<file path="config.mk">
export PLATFORM = sky130hd
export DESIGN_NAME = mul_div_unit
export DESIGN_NICKNAME = d
export VERILOG_FILES = /design/src/rtl/mul_div_unit_pkg.sv /design/src/rtl/mul_div_unit_booth_step.sv /design/src/rtl/mul_div_unit.sv
export SDC_FILE = /design/constraint.sdc
export NUM_CORES = 1
export LEC_CHECK = 0
export CELL_PAD_IN_SITES_DETAIL_PLACEMENT = 1
export CELL_PAD_IN_SITES_GLOBAL_PLACEMENT = 1
export CORE_UTILIZATION = 48
export DETAILED_ROUTE_END_ITERATION = 8
export GPL_TIMING_DRIVEN = 0
export PLACE_DENSITY_LB_ADDON = 0.1
export SLEW_MARGIN = 10
export SYNTH_ARGS = -nofsm -noshare
export SYNTH_HDL_FRONTEND = slang
export SYNTH_SLANG_ARGS = --single-unit
</file>
<file path="constraint.sdc">
create_clock -name clk -period 20.8 [get_ports clk]
set_input_delay 6.24 -clock clk [delete_from_list [all_inputs] [get_ports clk]]
set_output_delay 6.24 -clock clk [all_outputs]
set_load 0.01 [all_outputs]
</file>
<file path="src/rtl/mul_div_unit_pkg.sv">
// Shared types and constants for the iterative signed multiply/divide unit.
// Latency: n/a (declarations only).
// Backpressure: n/a.
package mul_div_unit_pkg;

  typedef enum logic [1:0] {
    IDLE = 2'd0,
    RUN  = 2'd1,
    FIN  = 2'd2
  } state_t;

  localparam logic OP_MUL = 1'b0;
  localparam logic OP_DIV = 1'b1;

  localparam int ITER = 32;
  localparam int WORD = 32;

  // Magnitude of a two's-complement word; -2^31 maps to 32'h80000000 read as unsigned.
  function automatic logic [WORD-1:0] mag(input logic [WORD-1:0] v);
    return v[WORD-1] ? (~v + 1'b1) : v;
  endfunction

endpackage

</file>
<file path="src/rtl/mul_div_unit_booth_step.sv">
// One radix-2 Booth iteration: add/sub/none on the upper word, then 65-bit arithmetic right shift.
// Latency: purely combinational.
// Backpressure: none; caller decides when to register the result.
module booth_step
  import mul_div_unit_pkg::*;
(
  input  logic [WORD-1:0] hi,
  input  logic [WORD-1:0] lo,
  input  logic            qm1,
  input  logic [WORD-1:0] m,
  output logic [WORD-1:0] hi_nx,
  output logic [WORD-1:0] lo_nx,
  output logic            qm1_nx
);

  // 33-bit sum keeps the true sign when adding/subtracting a full-range multiplicand.
  logic [WORD:0] sum;

  // Booth recode {lo[0], q-1}, apply the partial product, then shift the whole accumulator right.
  always_comb begin
    sum = {hi[WORD-1], hi};
    case ({lo[0], qm1})
      2'b01:   sum = sum + {m[WORD-1], m};
      2'b10:   sum = sum - {m[WORD-1], m};
      default: sum = {hi[WORD-1], hi};
    endcase
    hi_nx  = sum[WORD:1];
    lo_nx  = {sum[0], lo[WORD-1:1]};
    qm1_nx = lo[0];
  end

endmodule

</file>
<file path="src/rtl/mul_div_unit.sv">
// Iterative 32x32 signed multiplier (Booth radix-2) and signed restoring divider.
// Latency: fixed 33 cycles from the start-sampling edge to the done pulse, for both ops.
// Backpressure: start is ignored while busy; results are held until the next completion.
module mul_div_unit
  import mul_div_unit_pkg::*;
(
  input  logic            clk,
  input  logic            clr,
  input  logic            start,
  input  logic            op,
  input  logic [WORD-1:0] a,
  input  logic [WORD-1:0] b,
  output logic            busy,
  output logic            done,
  output logic [WORD-1:0] hi,
  output logic [WORD-1:0] lo,
  output logic            dbz
);

  state_t          state, state_nx;
  logic [4:0]      cnt;
  logic            op_r;
  logic            sa, sb;
  logic [WORD-1:0] a_r;
  // Multiply: raw multiplier. Divide: divisor magnitude (signs kept in sa/sb).
  logic [WORD-1:0] b_r;
  // Accumulator {acc_hi, acc_lo, acc_q}; divide reuses acc_hi as remainder, acc_lo as quotient.
  logic [WORD-1:0] acc_hi, acc_lo;
  logic            acc_q;

  logic [WORD-1:0] bth_hi, bth_lo;
  logic            bth_q;
  logic [WORD:0]   div_sh, div_diff;
  logic [WORD-1:0] fin_hi, fin_lo;
  logic            fin_dbz;

  booth_step u_booth (
    .hi     (acc_hi),
    .lo     (acc_lo),
    .qm1    (acc_q),
    .m      (a_r),
    .hi_nx  (bth_hi),
    .lo_nx  (bth_lo),
    .qm1_nx (bth_q)
  );

  // State register.
  always_ff @(posedge clk or posedge clr) begin
    if (clr) state <= IDLE;
    else     state <= state_nx;
  end

  // Next-state: IDLE waits for start, RUN spans ITER iterations, FIN is a single cycle.
  always_comb begin
    state_nx = state;
    case (state)
      IDLE:    state_nx = start ? RUN : IDLE;
      RUN:     state_nx = (cnt == 5'(ITER - 1)) ? FIN : RUN;
      FIN:     state_nx = IDLE;
      default: state_nx = IDLE;
    endcase
  end

  // State-decoded outputs.
  always_comb begin
    busy = (state == RUN) || (state == FIN);
  end

  // Restoring divide step: shift in the next dividend bit and try to subtract the divisor.
  always_comb begin
    div_sh   = {acc_hi, acc_lo[WORD-1]};
    div_diff = div_sh - {1'b0, b_r};
  end

  // Final result: multiply is taken as-is; divide gets sign fix-up or the divide-by-zero pattern.
  always_comb begin
    fin_hi  = acc_hi;
    fin_lo  = acc_lo;
    fin_dbz = 1'b0;
    if (op_r == OP_DIV) begin
      if (b_r == '0) begin
        fin_dbz = 1'b1;
        fin_lo  = '1;
        fin_hi  = a_r;
      end else begin
        fin_lo = (sa ^ sb) ? (~acc_lo + 1'b1) : acc_lo;
        fin_hi = sa ? (~acc_hi + 1'b1) : acc_hi;
      end
    end
  end

  // Datapath: latch operands on accept, iterate in RUN, publish results and pulse done in FIN.
  always_ff @(posedge clk or posedge clr) begin
    if (clr) begin
      cnt    <= '0;
      op_r   <= 1'b0;
      sa     <= 1'b0;
      sb     <= 1'b0;
      a_r    <= '0;
      b_r    <= '0;
      acc_hi <= '0;
      acc_lo <= '0;
      acc_q  <= 1'b0;
      hi     <= '0;
      lo     <= '0;
      dbz    <= 1'b0;
      done   <= 1'b0;
    end else begin
      done <= 1'b0;
      case (state)
        IDLE: begin
          cnt <= '0;
          if (start) begin
            op_r   <= op;
            sa     <= a[WORD-1];
            sb     <= b[WORD-1];
            a_r    <= a;
            b_r    <= (op == OP_DIV) ? mag(b) : b;
            acc_hi <= '0;
            acc_lo <= (op == OP_DIV) ? mag(a) : b;
            acc_q  <= 1'b0;
          end
        end
        RUN: begin
          cnt <= cnt + 5'd1;
          if (op_r == OP_MUL) begin
            acc_hi <= bth_hi;
            acc_lo <= bth_lo;
            acc_q  <= bth_q;
          end else if (!div_diff[WORD]) begin
            acc_hi <= div_diff[WORD-1:0];
            acc_lo <= {acc_lo[WORD-2:0], 1'b1};
          end else begin
            acc_hi <= div_sh[WORD-1:0];
            acc_lo <= {acc_lo[WORD-2:0], 1'b0};
          end
        end
        FIN: begin
          cnt  <= '0;
          hi   <= fin_hi;
          lo   <= fin_lo;
          dbz  <= fin_dbz;
          done <= 1'b1;
        end
        default: cnt <= '0;
      endcase
    end
  end

endmodule

</file>
==> results_dict.tcl <==
set metrics [dict create \
    routabilityCongestion 0.992 \
    grt_pass1_wl_um 111000 \
    regArea_um2 5100 \
    clock_sinks 204 \
    wl_um 73600 \
    cellPowerDensity_nw_per_um2 197 \
    antenna_found_initial 0 \
    multi_input_area_um2 10700 \
    cp_slowest_cell "nor4_1" \
    clock_latency_ns 0.57 \
    final_max_slew_viol_count 0 \
    end_kind "flip-flop" \
    endpoint "acc_lo[28]" \
    hpwl_um 57100 \
    die_height_um 188 \
    cts_setup_buffers 0 \
    port-buffer-count 133 \
    yosysSeqAreaShare 0.306 \
    max-vdd-ir-drop_mv 0.113 \
    drv_cap 0 \
    reg2reg_setup_slack_ns 15.16 \
    synth_cell_types 74 \
    slowest_delay_ns 0.79 \
    core-area_um2 33900 \
    ios 135 \
    max_slew_margin 0.190 \
    synth.largest_area_cell "dfrtp_1" \
    syn_avg_cell_area_um2 8.00 \
    rsz0062_at_grt "no" \
    numCtsBuffers 24 \
    cp_cell_sequence "clkdlybuf4s50_1 -> nor4_1 -> nand4_1 -> or3b_2 -> o21ai_0 -> nand2_1 -> xnor2_1 -> nand2_1 -> o21ai_0 -> a21oi_1" \
    ant_nets 0 \
    critPathBufInv 1 \
    hold_viol_final 0 \
    critical_path_depth 10 \
    clock_path_buffers 3 \
    cts_tree "done" \
    path_max_fanout 6 \
    cts_hold_buf 0 \
    syn-instance-count 2083 \
    arrival_ns 9.81 \
    rr_worst_depth 14 \
    synth.area.top_cells "dfrtp_1, a21oi_1, xnor2_1" \
    first_pass_iters 5 \
    area_delta_synth_final_pct 16.4 \
    via_per_inst 6.69 \
    startpoint "a[4]" \
    ys.flop_type "dfrtp_1" \
    yosys_warnings 0 \
    drive_above_1_share 0.0597 \
    post-route-min-period_ns 9.38 \
    diodes 0 \
    clk_pin_slew_ns 0.06 \
    avgRoutedWirePerCell_um 27.2 \
    worstReg2RegEnd "acc_hi[28]" \
    grt_max_degree 105 \
    worstSetupPathType "in -> reg" \
    synth.cells.most_frequent "dfrtp_1, nand2_1, a21oi_1, nor2_1, o21ai_0" \
    grt_pass1_vias 18600 \
    crit_family "simple AND/OR/NAND/NOR gates" \
    r2r-start "a_r[4]" \
    fmax_ghz 0.107 \
    cp.required_ns 21.23 \
    outcome "finished, final reports clean" \
    layout.nets 2388 \
    fillCellCount 4125 \
    synth_fp_nets 2228 \
    p_leak_nw 7.95 \
    fin_skew_ns 0.0265 \
    finalSetupViolCount 0 \
    grt_overflow 0 \
    synth_area_um2 16700 \
    synth_edf_count 0 \
    grt_usage 0.411 \
    holdPathStages 1 \
    die-area_um2 35500 \
    fin_crit_sh 0.451 \
    hold_class "reg -> reg" \
    start_util 0.492 \
    clock-root-buffer "clkbuf_16" \
    timing.setup.tns_ns 0 \
    drt_iter0_drc 1561 \
    async_flop_share 1.00 \
    die_x_um 188 \
    synth-seq-cells 204 \
    p_total_mw 3.83 \
    critPathLaunchType "primary input" \
    vias 18100 \
    row_count 67 \
    yosys.area.top_type_share 0.306 \
    hp-start "cnt[0]" \
    cts_resized 0 \
    drcViolationCount 0 \
    tightest_slew_ns 1.22 \
    cts_max_level 1 \
]
## final cells by class
cell class / count / share of cell area
inverters: 94 / 0.0186
clock inverters: 11 / 0.00735
multi-input cells: 1651 / 0.551
clock buffers: 33 / 0.0342
plain buffers: 134 / 0.0270
well taps: 448 / 0.0289
flip-flops and latches: 204 / 0.263
repair buffers: 134 / 0.0700
## logic make-up after synthesis
kind of cell | count (synthesis) | synth area share
muxes | 104 | 0.0673
DFF | 204 | 0.306
and+or+nand+nor | 635 | 0.177
AOI/OAI and AO/OA | 658 | 0.245
adders and majority gates | 77 | 0.0587
buffers and inverters | 228 | 0.0525
xor gates and xnor gates | 177 | 0.0930
## state kept, by name, summed over array words and instances, names as in the netlist
signal	flops
a_r	31
acc_hi	32
acc_lo	32
acc_q	1
b_r	32
cnt	5
dbz	1
done	1
hi	32
lo	32
op_r	1
sa	1
sb	1
state	2
## through the flow
step	util	hold slack [ns]	cell area, um^2	instances	setup slack [ns]
2_1_floorplan	-	0.425	16700	2083	8.99
3_3_place_gp	0.548	0.442	18600	2664	6.23
3_5_place_dp	0.549	0.450	18600	2665	11.05
4_1_cts	0.573	0.458	19400	2709	11.53
5_1_grt	0.573	0.482	19400	2709	11.30
6_report	0.573	0.455	19400	2709	11.42
## report_power, final
group	total (mW)	switching, mW	internal, mW
clock network	0.439	0.187	0.251
registers	0.819	0.267	0.552
logic	2.57	1.57	1.00
total	3.83	2.02	1.80
## worst min-delay path by stage
stage                  end  slack (ns)
floorplan           cnt[0]        0.42
global placement    cnt[0]        0.44
detailed placement  cnt[0]        0.45
CTS                 cnt[0]        0.46
global route        cnt[0]        0.48
finish              cnt[0]        0.46
## cell usage in the layout, fill, tap and decap left out, types with 13 or more instances in the layout
| cell | synthesis | final |
|---|---|---|
| a211oi_1 | 31 | 31 |
| a21o_1 | 20 | 20 |
| a21oi_1 | 200 | 200 |
| a31oi_1 | 31 | 31 |
| and2_1 | 15 | 15 |
| and3_1 | 14 | 14 |
| buf_1 | 13 | 13 |
| clkbuf_1 | 112 | 118 |
| clkbuf_16 | 0 | 24 |
| clkdlybuf4s50_1 | 0 | 133 |
| dfrtp_1 | 204 | 204 |
| ha_1 | 75 | 75 |
| inv_1 | 91 | 90 |
| mux2_2 | 65 | 65 |
| mux2i_1 | 39 | 39 |
| nand2_1 | 204 | 204 |
| nand3_1 | 40 | 40 |
| nand4_1 | 18 | 18 |
| nor2_1 | 185 | 185 |
| nor3_1 | 56 | 56 |
| nor4_1 | 26 | 26 |
| o211ai_1 | 16 | 16 |
| o21a_1 | 16 | 16 |
| o21ai_0 | 174 | 174 |
| o22a_1 | 26 | 26 |
| o22ai_1 | 27 | 27 |
| o31ai_1 | 30 | 30 |
| o41ai_1 | 18 | 18 |
| or3_1 | 19 | 19 |
| xnor2_1 | 108 | 108 |
| xor2_1 | 69 | 69 |
## per-layer routing
metal  vias up  GRT usage  share of wire  routed length, um
li1       7863          -              -                  -
met1      9028      0.507           0.39              28700
met2       950      0.680           0.47              34400
met3       275     0.0661          0.077               5650
met4         0      0.239          0.066               4890
met5         -          0              0                  0
(Power assumes the default switching activity.)
